<file path="src/rtl/arm_pkg.sv">
// Shared types for the ARM core pipeline: widths,
// the EXE->MEM payload bundle and the memory-wait FSM states.
package arm_pkg;

  localparam int DATA_W = 32;
  localparam int REG_W  = 4;

  typedef struct packed {
    logic              wb_en;
    logic              mem_r_en;
    logic              mem_w_en;
    logic [DATA_W-1:0] alu_result;
    logic [DATA_W-1:0] rm_val;
    logic [REG_W-1:0]  dest;
  } exe_mem_bus_t;

  typedef enum logic {
    IDLE = 1'b0,
    WAIT = 1'b1
  } mem_wait_state_t;

endpackage

</file>
<file path="src/rtl/sat_counter.sv">
// Up-counter that sticks at MAX instead of wrapping;
// clr wins over inc.
module sat_counter #(
  parameter int               WIDTH = 8,
  parameter logic [WIDTH-1:0] MAX   = '1
) (
  input  logic             clk,
  input  logic             rst,
  input  logic             inc,
  input  logic             clr,
  output logic [WIDTH-1:0] out
);

  always_ff @(posedge clk or negedge rst) begin
    if (!rst) begin
      out <= '0;
    end else if (clr) begin
      out <= '0;
    end else if (inc && out != MAX) begin
      out <= out + 1'b1;
    end
  end

endmodule

</file>
<file path="src/rtl/exe_mem_pipe_reg.sv">
// EXE/MEM pipeline register: holds its entry while an SRAM
// access is pending, freezes upstream, tracks stalls/timeouts.
module exe_mem_pipe_reg
  import arm_pkg::*;
#(
  parameter int CNT_W   = 16,
  parameter int TIMEOUT = 64
) (
  input  logic              clk,
  input  logic              rst,
  input  logic              exe_valid,
  input  logic              exe_wb_en,
  input  logic              exe_mem_r_en,
  input  logic              exe_mem_w_en,
  input  logic [DATA_W-1:0] exe_alu_result,
  input  logic [DATA_W-1:0] exe_rm_val,
  input  logic [REG_W-1:0]  exe_dest,
  input  logic              mem_ready,
  output logic              valid,
  output logic              wb_en,
  output logic              mem_r_en,
  output logic              mem_w_en,
  output logic [DATA_W-1:0] alu_result,
  output logic [DATA_W-1:0] rm_val,
  output logic [REG_W-1:0]  dest,
  output logic              freeze,
  output logic [CNT_W-1:0]  stall_cycles,
  output logic              mem_timeout
);

  localparam int WW = $clog2(TIMEOUT + 1);
  localparam logic [WW-1:0] TO_MAX  = WW'(TIMEOUT);
  localparam logic [WW-1:0] TO_LAST = WW'(TIMEOUT - 1);

  exe_mem_bus_t    d;
  exe_mem_bus_t    q;
  mem_wait_state_t state;
  mem_wait_state_t state_n;
  logic            mem_op;
  logic            wait_inc;
  logic            wait_clr;
  logic            to_hit;
  logic [WW-1:0]   wait_cnt;

  // Bubbles must never carry live enables downstream.
  always_comb begin
    d            = '0;
    d.wb_en      = exe_valid & exe_wb_en;
    d.mem_r_en   = exe_valid & exe_mem_r_en;
    d.mem_w_en   = exe_valid & exe_mem_w_en;
    d.alu_result = exe_alu_result;
    d.rm_val     = exe_rm_val;
    d.dest       = exe_dest;
  end

  assign mem_op = valid & (q.mem_r_en | q.mem_w_en);
  assign freeze = mem_op & ~mem_ready;

  always_ff @(posedge clk or negedge rst) begin
    if (!rst) begin
      q     <= '0;
      valid <= 1'b0;
    end else if (!freeze) begin
      q     <= d;
      valid <= exe_valid;
    end
  end

  assign wb_en      = q.wb_en;
  assign mem_r_en   = q.mem_r_en;
  assign mem_w_en   = q.mem_w_en;
  assign alu_result = q.alu_result;
  assign rm_val     = q.rm_val;
  assign dest       = q.dest;

  always_ff @(posedge clk or negedge rst) begin
    if (!rst) begin
      state <= IDLE;
    end else begin
      state <= state_n;
    end
  end

  always_comb begin
    state_n = state;
    unique case (state)
      IDLE: if (freeze) state_n = WAIT;
      WAIT: if (mem_ready) state_n = IDLE;
    endcase
  end

  // Flag rises on the edge where wait_cnt reaches TIMEOUT.
  always_comb begin
    wait_inc = 1'b0;
    wait_clr = 1'b0;
    to_hit   = 1'b0;
    unique case (state)
      IDLE: wait_inc = freeze;
      WAIT: begin
        if (mem_ready) begin
          wait_clr = 1'b1;
        end else begin
          wait_inc = 1'b1;
          to_hit   = (wait_cnt == TO_LAST);
        end
      end
    endcase
  end

  sat_counter #(
    .WIDTH(WW),
    .MAX  (TO_MAX)
  ) u_wait_cnt (
    .clk(clk),
    .rst(rst),
    .inc(wait_inc),
    .clr(wait_clr),
    .out(wait_cnt)
  );

  sat_counter #(
    .WIDTH(CNT_W)
  ) u_stall_cnt (
    .clk(clk),
    .rst(rst),
    .inc(freeze),
    .clr(1'b0),
    .out(stall_cycles)
  );

  always_ff @(posedge clk or negedge rst) begin
    if (!rst) begin
      mem_timeout <= 1'b0;
    end else if (to_hit) begin
      mem_timeout <= 1'b1;
    end
  end

endmodule

</file>
<file path="config.mk">
export PLATFORM = sky130hd
export DESIGN_NAME = exe_mem_pipe_reg
export DESIGN_NICKNAME = d
export VERILOG_FILES = /design/src/rtl/arm_pkg.sv /design/src/rtl/sat_counter.sv /design/src/rtl/exe_mem_pipe_reg.sv
export SDC_FILE = /design/constraint.sdc
export NUM_CORES = 1
export LEC_CHECK = 0
export CAP_MARGIN = 20
export CORE_ASPECT_RATIO = 0.75
export CORE_MARGIN = 1.5
export CORE_UTILIZATION = 40
export DETAILED_ROUTE_END_ITERATION = 6
export PLACE_DENSITY = 0.75
export SLEW_MARGIN = 5
export SYNTH_ARGS = -nofsm -noshare
export SYNTH_HDL_FRONTEND = slang
export SYNTH_SLANG_ARGS = --single-unit
</file>
<file path="constraint.sdc">
create_clock -name clk -period 3.2 [get_ports clk]
set_input_delay 0.48 -clock clk [delete_from_list [all_inputs] [get_ports clk]]
set_output_delay 0.48 -clock clk [all_outputs]
set_load 0.01 [all_outputs]
</file>
# Word-level counts from Yosys, hierarchy flattened
# Index checks and enable logic that the tools add are counted.
# totals
regBits,97
in_bits,75
output_inout_bits,90
word_cells,37
# op_classes
add_sub_neg,2
n_eq_ne,3
mux,10
bitwise,8
n_reduce_logical,3
# ops
operator,count
"adder 16 x 1 -> 16 bit, second input constant",1
"!= test 16 bit, second input constant",1
two-way mux 7 bit,2
"adder 7 x 1 -> 7 bit, second input constant",1
"equality test 7 x 6 -> 1 bit, second input constant",1
"!= test 7 bit, second input constant",1
two-way mux 1 bit,6
AND 1 bit,5
case mux 1 bit (2 select lines),2
logical AND 1 bit,2
NOT 1 bit,2
nonzero test 2 bit,1
OR 1 bit,1

# Depth between registers and ports, before layout
# Gate-level depths: netlist (run 1).
# depth
word_depth,7
mapped_depth,6
depth_no_buf,5

# Modules after synthesis
# From an unflattened synthesis (run 1), not the netlist that was laid out.
# hier_totals
cells_unflattened,312
area_unflattened_um2,4196.5
# by_module_without_submodules
mod,n_inst,cells_per_inst,area_per_inst_um2,seq_area_each_um2
exe_mem_pipe_reg,1,169,2821.5,1851.8
sat_counter (u_stall_cnt),1,98,942.2,400.4
sat_counter (u_wait_cnt),1,45,432.9,175.2

# Least setup slack after synthesis (run 1)
# Ideal clock, no wire load.
# synth_timing
path_type,input to output
from,in mem_ready
to,out freeze
arrival_ns,1.319
t_required_ns,2.720
slack_ns,1.401
path_stages,4
path_buffers,2
path_cell_list,nand2b_1 nor2_1 clkbuf_1 buf_2
# synth_between
elab_chain_len,2
# synth_rtl
item,line,text
from (decl),exe_mem_pipe_reg.sv:18,"input logic mem_ready,"
NOT 1 bit,exe_mem_pipe_reg.sv:57,assign freeze = mem_op & ~mem_ready;
AND 1 bit,exe_mem_pipe_reg.sv:57,
to (decl),exe_mem_pipe_reg.sv:26,"output logic freeze,"
# No other way between the ends.

# Worst setup path after layout (run 1)
# Ends and elaborated chain as after synthesis.

==> results.md, run 1 <==
* Worst Path Max Fanout at 5
* Fin crit share at between 70 and 80%
* Leakage at 2.544 nW
* Maximum operating frequency at 412.4 MHz
* Crit path required time at between 2 and 3 ns
* Worst r2r path cells at 5
* Post-synth EDFFs at 0
* Hold buffer count at CTS at 0
* First-pass GRT wire length at around 14000 um
* Largest net degree at the start of global routing at 75
* Worst slew pin tran at 0.5671 ns
* Via-per-instance ratio at 4.830
* DRT Pass-1 Iters at 5
* Crit path time final at roughly 2.4 ns
* DRC at 0
* Dpl cell area at between 5000 and 6000 sq um
* Crit. End Element: primary output
* Final setup fails at 0
* Total wire length at between 8000 and 9000 um
* Vias in the first global route at roughly 2800
* Post-CTS resize count at 0
* Iteration-0 DRC count of the detailed router at about 120
* CTS H-tree lvls at 3
* Mean Syn Cell Area at 13.73 sq um
* Root Driver: clkbuf_16
* Post-synth ARST share at 100.0%
* CTS sink cnt at 97
* Final Hold Viols at 0
* HP Class: in2async
* Initial core utilization at 41.12%
* CTS Buf Count at 9
* Fin area at between 6000 and 7000 sq um
* Clk Latency, worst-skew pair at between 0.3 and 0.4 ns
* ANT cells at 0
* MaxCap Viol Count at 0
* Die X at 117.8 um
* CP arrival at 1.94 ns
* Critical Path Source Type: input pin
* Clock Tree Buf Depth at 2
* Area contributors post-synth: dfrtp_1 61%, mux2_2 20%, nand2_1 1.9%, nand3_1 1.6%, xor2_1 1.6%
* Worst setup margin at 0.7753 ns
* DP Worst Slack at 0.7379 ns
* Top-count cell post-synth: dfrtp_1
* Flops & latches, synth at slightly below 100
* Row count at 31
* Relative slew slack at between 60% and 70%
* Core Box Area at between 9000 and 10000 sq um
* Synth-to-layout area growth at 54.16%
* Top cell type's share of synthesized area at between 60% and 70%
* Total negative slack at 0 ns
* Clock slew at reported path FFs at 0.06 ns
* Mapped Nets at 366
* RR Startpoint: u_stall_cnt.out[0]
* Worst Skew at ~0.0056 ns
* GRT Overall Usage at between 15 and 20%
* Cell Area, Synth at a little under 4000 sq um
* Placed insts at 578
* DRT antenna net count at 0
* Post-CTS setup buffer count at 0
* Max Slew Vio Count at 0
* Antenna violations before repair at 0
* Die footprint at 10500 sq um
* Post-DP HPWL at between 6000 and 7000 um
* Reg-to-Reg End: u_stall_cnt.out[10]
* CTS tree: yes
* Vias at 2869
* Worst setup endpoint: freeze
* Reg2reg setup slack at 1.29 ns
* Peak VDD IR at around 360 uV
* Commonest cells post-synth: 97 x dfrtp_1, 70 x mux2_2, 20 x nand2_1, 13 x nand3_1
* Synth Instances at between 200 and 300
* Critical Path Source: mem_ready
* RSZ-0062 raised after global routing: false
* Top_reg_cell synth: dfrtp_1
* Critical Setup Path Class: in2out
* Register area share after synthesis at 61.37%
* Routability cong. at ~0.78
* Die H at 89.12 um
* GRT overflow at 0
* Yosys Warn Count at 0
* Cell variety after synth at 36
* Top-Level Pins at 165
* Area leader, netlist: dfrtp_1
* Share of layout cells above drive strength 1 at 20.56%
* Avg WL per Cell at about 15 um
* PwrDens at between 500 and 600 nW/um^2
* PortBufs at 164
* Status: finished, final reports clean
* # nets final at 535
* Final cell count without fillers at around 600
[worst min-delay path by stage]
stage,start,endpoint,slack [ns]
after global placement,mem_timeout,mem_timeout,0.45
after detailed placement,mem_timeout,mem_timeout,0.47
final,rst,rm_val[28],0.13
after global routing,rst,alu_result[9],0.16
after floorplan,rst,alu_result[0],0.18
after CTS,rst,alu_result[10],0.14
[per-stage QoR]
step	total power [mW]	hold WS, ns	utilization, %
global placement	2.152	0.4508	60.02
floorplan	1.756	0.1844	-
CTS	3.348	0.1408	63.38
detailed placement	2.172	0.4657	60.02
finish	3.294	0.1338	63.38
global route	3.466	0.1607	63.38
[cells in the final DEF (no fill, tap or decap), types with 2 or more instances in the layout]
master / instances
nor2_1: 6
mux2_2: 70
inv_1: 5
clkbuf_1: 3
buf_4: 2
nand4_1: 7
bufinv_16: 2
and2_1: 2
nand3_1: 13
clkbuf_8: 2
nor3_1: 4
xnor2_1: 5
and3_1: 2
clkdlybuf4s50_1: 163
nand4b_1: 2
nor4_1: 4
nand2_1: 20
o21ai_0: 5
ha_1: 3
nand2b_1: 2
clkbuf_16: 9
xor2_1: 7
dfrtp_1: 97
mux2i_1: 3
or3_1: 2
buf_12: 2
a211oi_1: 2
a21oi_1: 5
[power by group]
| group | total (mW) | switching [mW] | internal (mW) |
|---|---|---|---|
| combinational | 0.671 | 0.257 | 0.413 |
| sequential | 1.47 | 0.113 | 1.36 |
| clock | 1.15 | 0.423 | 0.729 |
[area by class of cell]
class                           count  area [sq um]
Multi-Input combinational cell    177          1475
Timing Repair Buffer              167          1687
Inverter                            5         18.77
Fill cell                         800          3522
Clock buffer                       14         264.0
Sequential cell                    97          2427
Clock inverter                      2         60.06
Tap cell                          132         165.2
[metal layers]
metal	global-route usage (%)	vias to the layer above	share of wire (%)
met5	0	-	0
met4	5.654	0	0.93
met3	7.653	8	9.3
met2	26.37	110	47
met1	21.87	1397	43
li1	-	1354	-
[kinds of logic (layout without fill, tap and decap cells)]
group | Yosys count | count (layout) | share of synthesized area [%]
DFF | 97 | 97 | 61.37
muxes | 74 | 74 | 21.07
and+or+nand+nor | 73 | 73 | 10.16
AOI/OAI and AO/OA | 15 | 15 | 2.278
buffers and inverters | 14 | 188 | 1.519
xor gates and xnor gates | 12 | 12 | 2.657
adders and majority gates | 3 | 3 | 0.9492
[critical path: stages]
cell,delay [ns]
clkdlybuf4s50_1,0.46
nand2b_1,0.26
nor2_4,0.18
clkdlybuf4s50_1,0.57
[state kept, by name (all words and copies together), names as in the netlist]
name	flops
valid	1
mem_r_en	1
wb_en	1
alu_result	32
u_stall_cnt.out	16
dest	4
rm_val	32
u_wait_cnt.out	7
state	1
mem_timeout	1
mem_w_en	1
Power figures use the tool's default switching activity.
==> inputs of run 2 (changes only) <==
- CORE_UTILIZATION: 40 -> 39
- PLACE_DENSITY: 0.75 -> 0.76
- clock period: 3.2 -> 2.2 ns (I/O delays scaled with it)
==> run 2 against run 1 <==
Net effect:
- die area increased by 2.5%
- final cell count grew 1.0%
- total power increased by 42%
- utilization fell by 0.85 points
- clock power increased by 34%
- critical endpoint unchanged
- cell area grew 0.25%
- clock skew is 0.0014 ns lower
- largest power group unchanged
- critical path depth unchanged
==> results.md, run 2 (synthesis gave the netlist of run 1 again) <==
* Clock Tree Buf Depth at 2 (unchanged)
* Critical Setup Path Class: in2out
* Fin crit share at between 90% and 100%
* Clk Latency, worst-skew pair at 0.33 ns (about the same)
* Part of the power in combinational logic at 21.2% (+0.8 points)
* Vias at 2942 (+2.5%)
* Critical Path Source: mem_ready
* Via-per-instance ratio at 4.903 (+1.5%)
* Reg-to-Reg End: u_stall_cnt.out[1]
* Crit. End Element: primary output
* Iteration-0 DRC count of the detailed router at 91 (-23%)
* CTS tree: yes
* Core Box Area at 9774 sq um (+1.6%)
* Vias in the first global route at 3108 (+9.4%)
* Sw frac at 24.80% (+0.73 points)
* Clock slew at reported path FFs at 0.06 ns (about the same)
* RR Startpoint: u_stall_cnt.out[0]
* Routability cong. at 0.7895 (+1.8%)
* P_sw at 1.161 mW (+46%)
* PortBufs at 164 (unchanged)
* GRT overflow at 0 (unchanged)
* GRT Overall Usage at 17.82% (+0.71 points)
* CTS H-tree lvls at 3 (unchanged)
* Storage element area at 2427 sq um (unchanged)
* RSZ-0062 raised after global routing: false
* Maximum operating frequency at 482.8 MHz
* CTS Buf Count at 9 (unchanged)
* Share of layout cells above drive strength 1 at 21.79% (+1.2 points)
* ANT cells at 0 (unchanged)
* Filler cells at 798 (-0.25%)
* Worst setup margin at 0.1286 ns (-0.6466 ns)
* Synth-to-layout area growth at 54.54%
* Largest net degree at the start of global routing at 39 (-48%)
* Flop pwr share at 45.9% (+1.2 points)
* DRT Pass-1 Iters at 4 (-1)
* Row count at 31 (unchanged)
* Post-CTS setup buffer count at 0 (unchanged)
* Total wire length at 9115 um (+3.2%)
* Worst r2r path cells at 5 (unchanged)
* Clk pwr share at 32.9% (-2.1 points)
* Fin area at 6112 sq um (+0.25%)
* Reg2reg setup slack at 0.36 ns (-0.93 ns)
* Worst slew pin tran at 0.4533 ns (-0.1138 ns)
* Avg WL per Cell at 15.19 um (+2.1%)
* Most frequent cells in the layout: 163 x clkdlybuf4s50_1, 97 x dfrtp_1, 70 x mux2_2
* DRC at 0 (unchanged)
* Crit path time final at 2.071 ns
* # nets final at 542 (+1.3%)
* Final Hold Viols at 0 (unchanged)
* Peak VDD IR at 585.7 uV (+64%)
* Die H at 90.21 um (+1.2%)
* First-pass GRT wire length at 15090 um (+6.6%)
* Area of the multi-input gates at 1475 sq um (unchanged)
* CTS sink cnt at 97 (unchanged)
* Final setup fails at 0 (unchanged)
* Worst Skew at 0.004194 ns (-0.001420 ns)
* Final Hold Slack at 0.4692 ns (+0.3354 ns)
* Total negative slack at 0 ns (unchanged)
* DP Worst Slack at 0.07259 ns (-0.6653 ns)
* Worst setup endpoint: freeze
* Worst Path Max Fanout at 4 (-1)
* CP arrival at 1.74 ns (-0.20 ns)
* Status: finished, final reports clean
* Relative slew slack at 69.78% (+7.6 points)
* Antenna violations before repair at 0 (unchanged)
* Placed insts at 584 (+1.0%)
* Commonest non-fill, non-tap cell in the layout: clkdlybuf4s50_1
* Leakage at 2.567 nW (+0.90%)
* HP Class: reg2reg
* Final cell count without fillers at 600 (+1.0%)
* Die X at 119.3 um (+1.2%)
* DRT antenna net count at 0 (unchanged)
* Root Driver: clkbuf_16
* PwrDens at 765.6 nW/um^2 (+42%)
* MaxCap Viol Count at 0 (unchanged)
* Internal at 3.519 mW (+41%)
* Top-Level Pins at 165 (unchanged)
* Max Slew Vio Count at 0 (unchanged)
* Dpl cell area at 5806 sq um (+0.56%)
* Crit path required time at 1.87 ns (-0.85 ns)
* Initial core utilization at 40.46% (-0.65 points)
* Critical Path Source Type: input pin
* Die footprint at 10760 sq um (+2.5%)
* Post-DP HPWL at 6876 um (+7.3%)
==> run 2: layer usage <==
metal  global-route usage [%]  share of wire, %  up-vias
met3                    7.487               8.4       15
met5                        0                 0        -
met4                    5.723               1.8        0
li1                         -                 -     1375
met2                    29.19                50      111
met1                    21.30                40     1441
==> run 2: worst max-delay path: stages <==
cell	delay, ns
clkdlybuf4s50_1	0.41
nand2b_1	0.23
nor2_4	0.19
clkdlybuf4s50_1	0.58
==> run 2: timing repair <==
action	CTS	global route
hold buffers	1	0
hold endpoints to repair	32	0
gates resized for setup	0	0
==> run 2: power by group through the flow <==
stage          sequential (mW)  clock [mW]  combinational, mW
4_1_cts                   2.15        1.59               1.01
5_1_grt                   2.18        1.67               1.08
3_5_place_dp              2.18           0               1.00
6_report                  2.15        1.54              0.992
3_3_place_gp              2.16           0              0.978
2_1_floorplan             2.23           0              0.324
==> run 2: cell type report <==
class | instances | share of cell area [%]
clock buffers | 12 | 4.197
clock inverters | 3 | 0.6551
inverters | 5 | 0.3071
multi-input cells | 177 | 24.14
flip-flops and latches | 97 | 39.71
well taps | 132 | 2.702
repair buffers | 174 | 28.29
==> run 2: metrics by stage <==
step                util, %  total power [mW]
floorplan                 -             2.553
global placement      59.40             3.143
detailed placement    59.40             3.181
CTS                   62.53             4.747
global route          62.53             4.928
finish                62.53             4.679
==> run 2: worst min path at each step <==
| stage | from | end | slack [ns] | cells after the start |
|---|---|---|---|---|
| 2_1_floorplan | rst | alu_result[0] | 0.03 | 0 |
| 3_3_place_gp | rst | mem_r_en | 0.32 | 1 |
| 3_5_place_dp | rst | mem_r_en | 0.32 | 1 |
| 4_1_cts | mem_timeout | mem_timeout | 0.47 | 1 |
| 5_1_grt | mem_timeout | mem_timeout | 0.48 | 1 |
| 6_report | mem_timeout | mem_timeout | 0.47 | 1 |
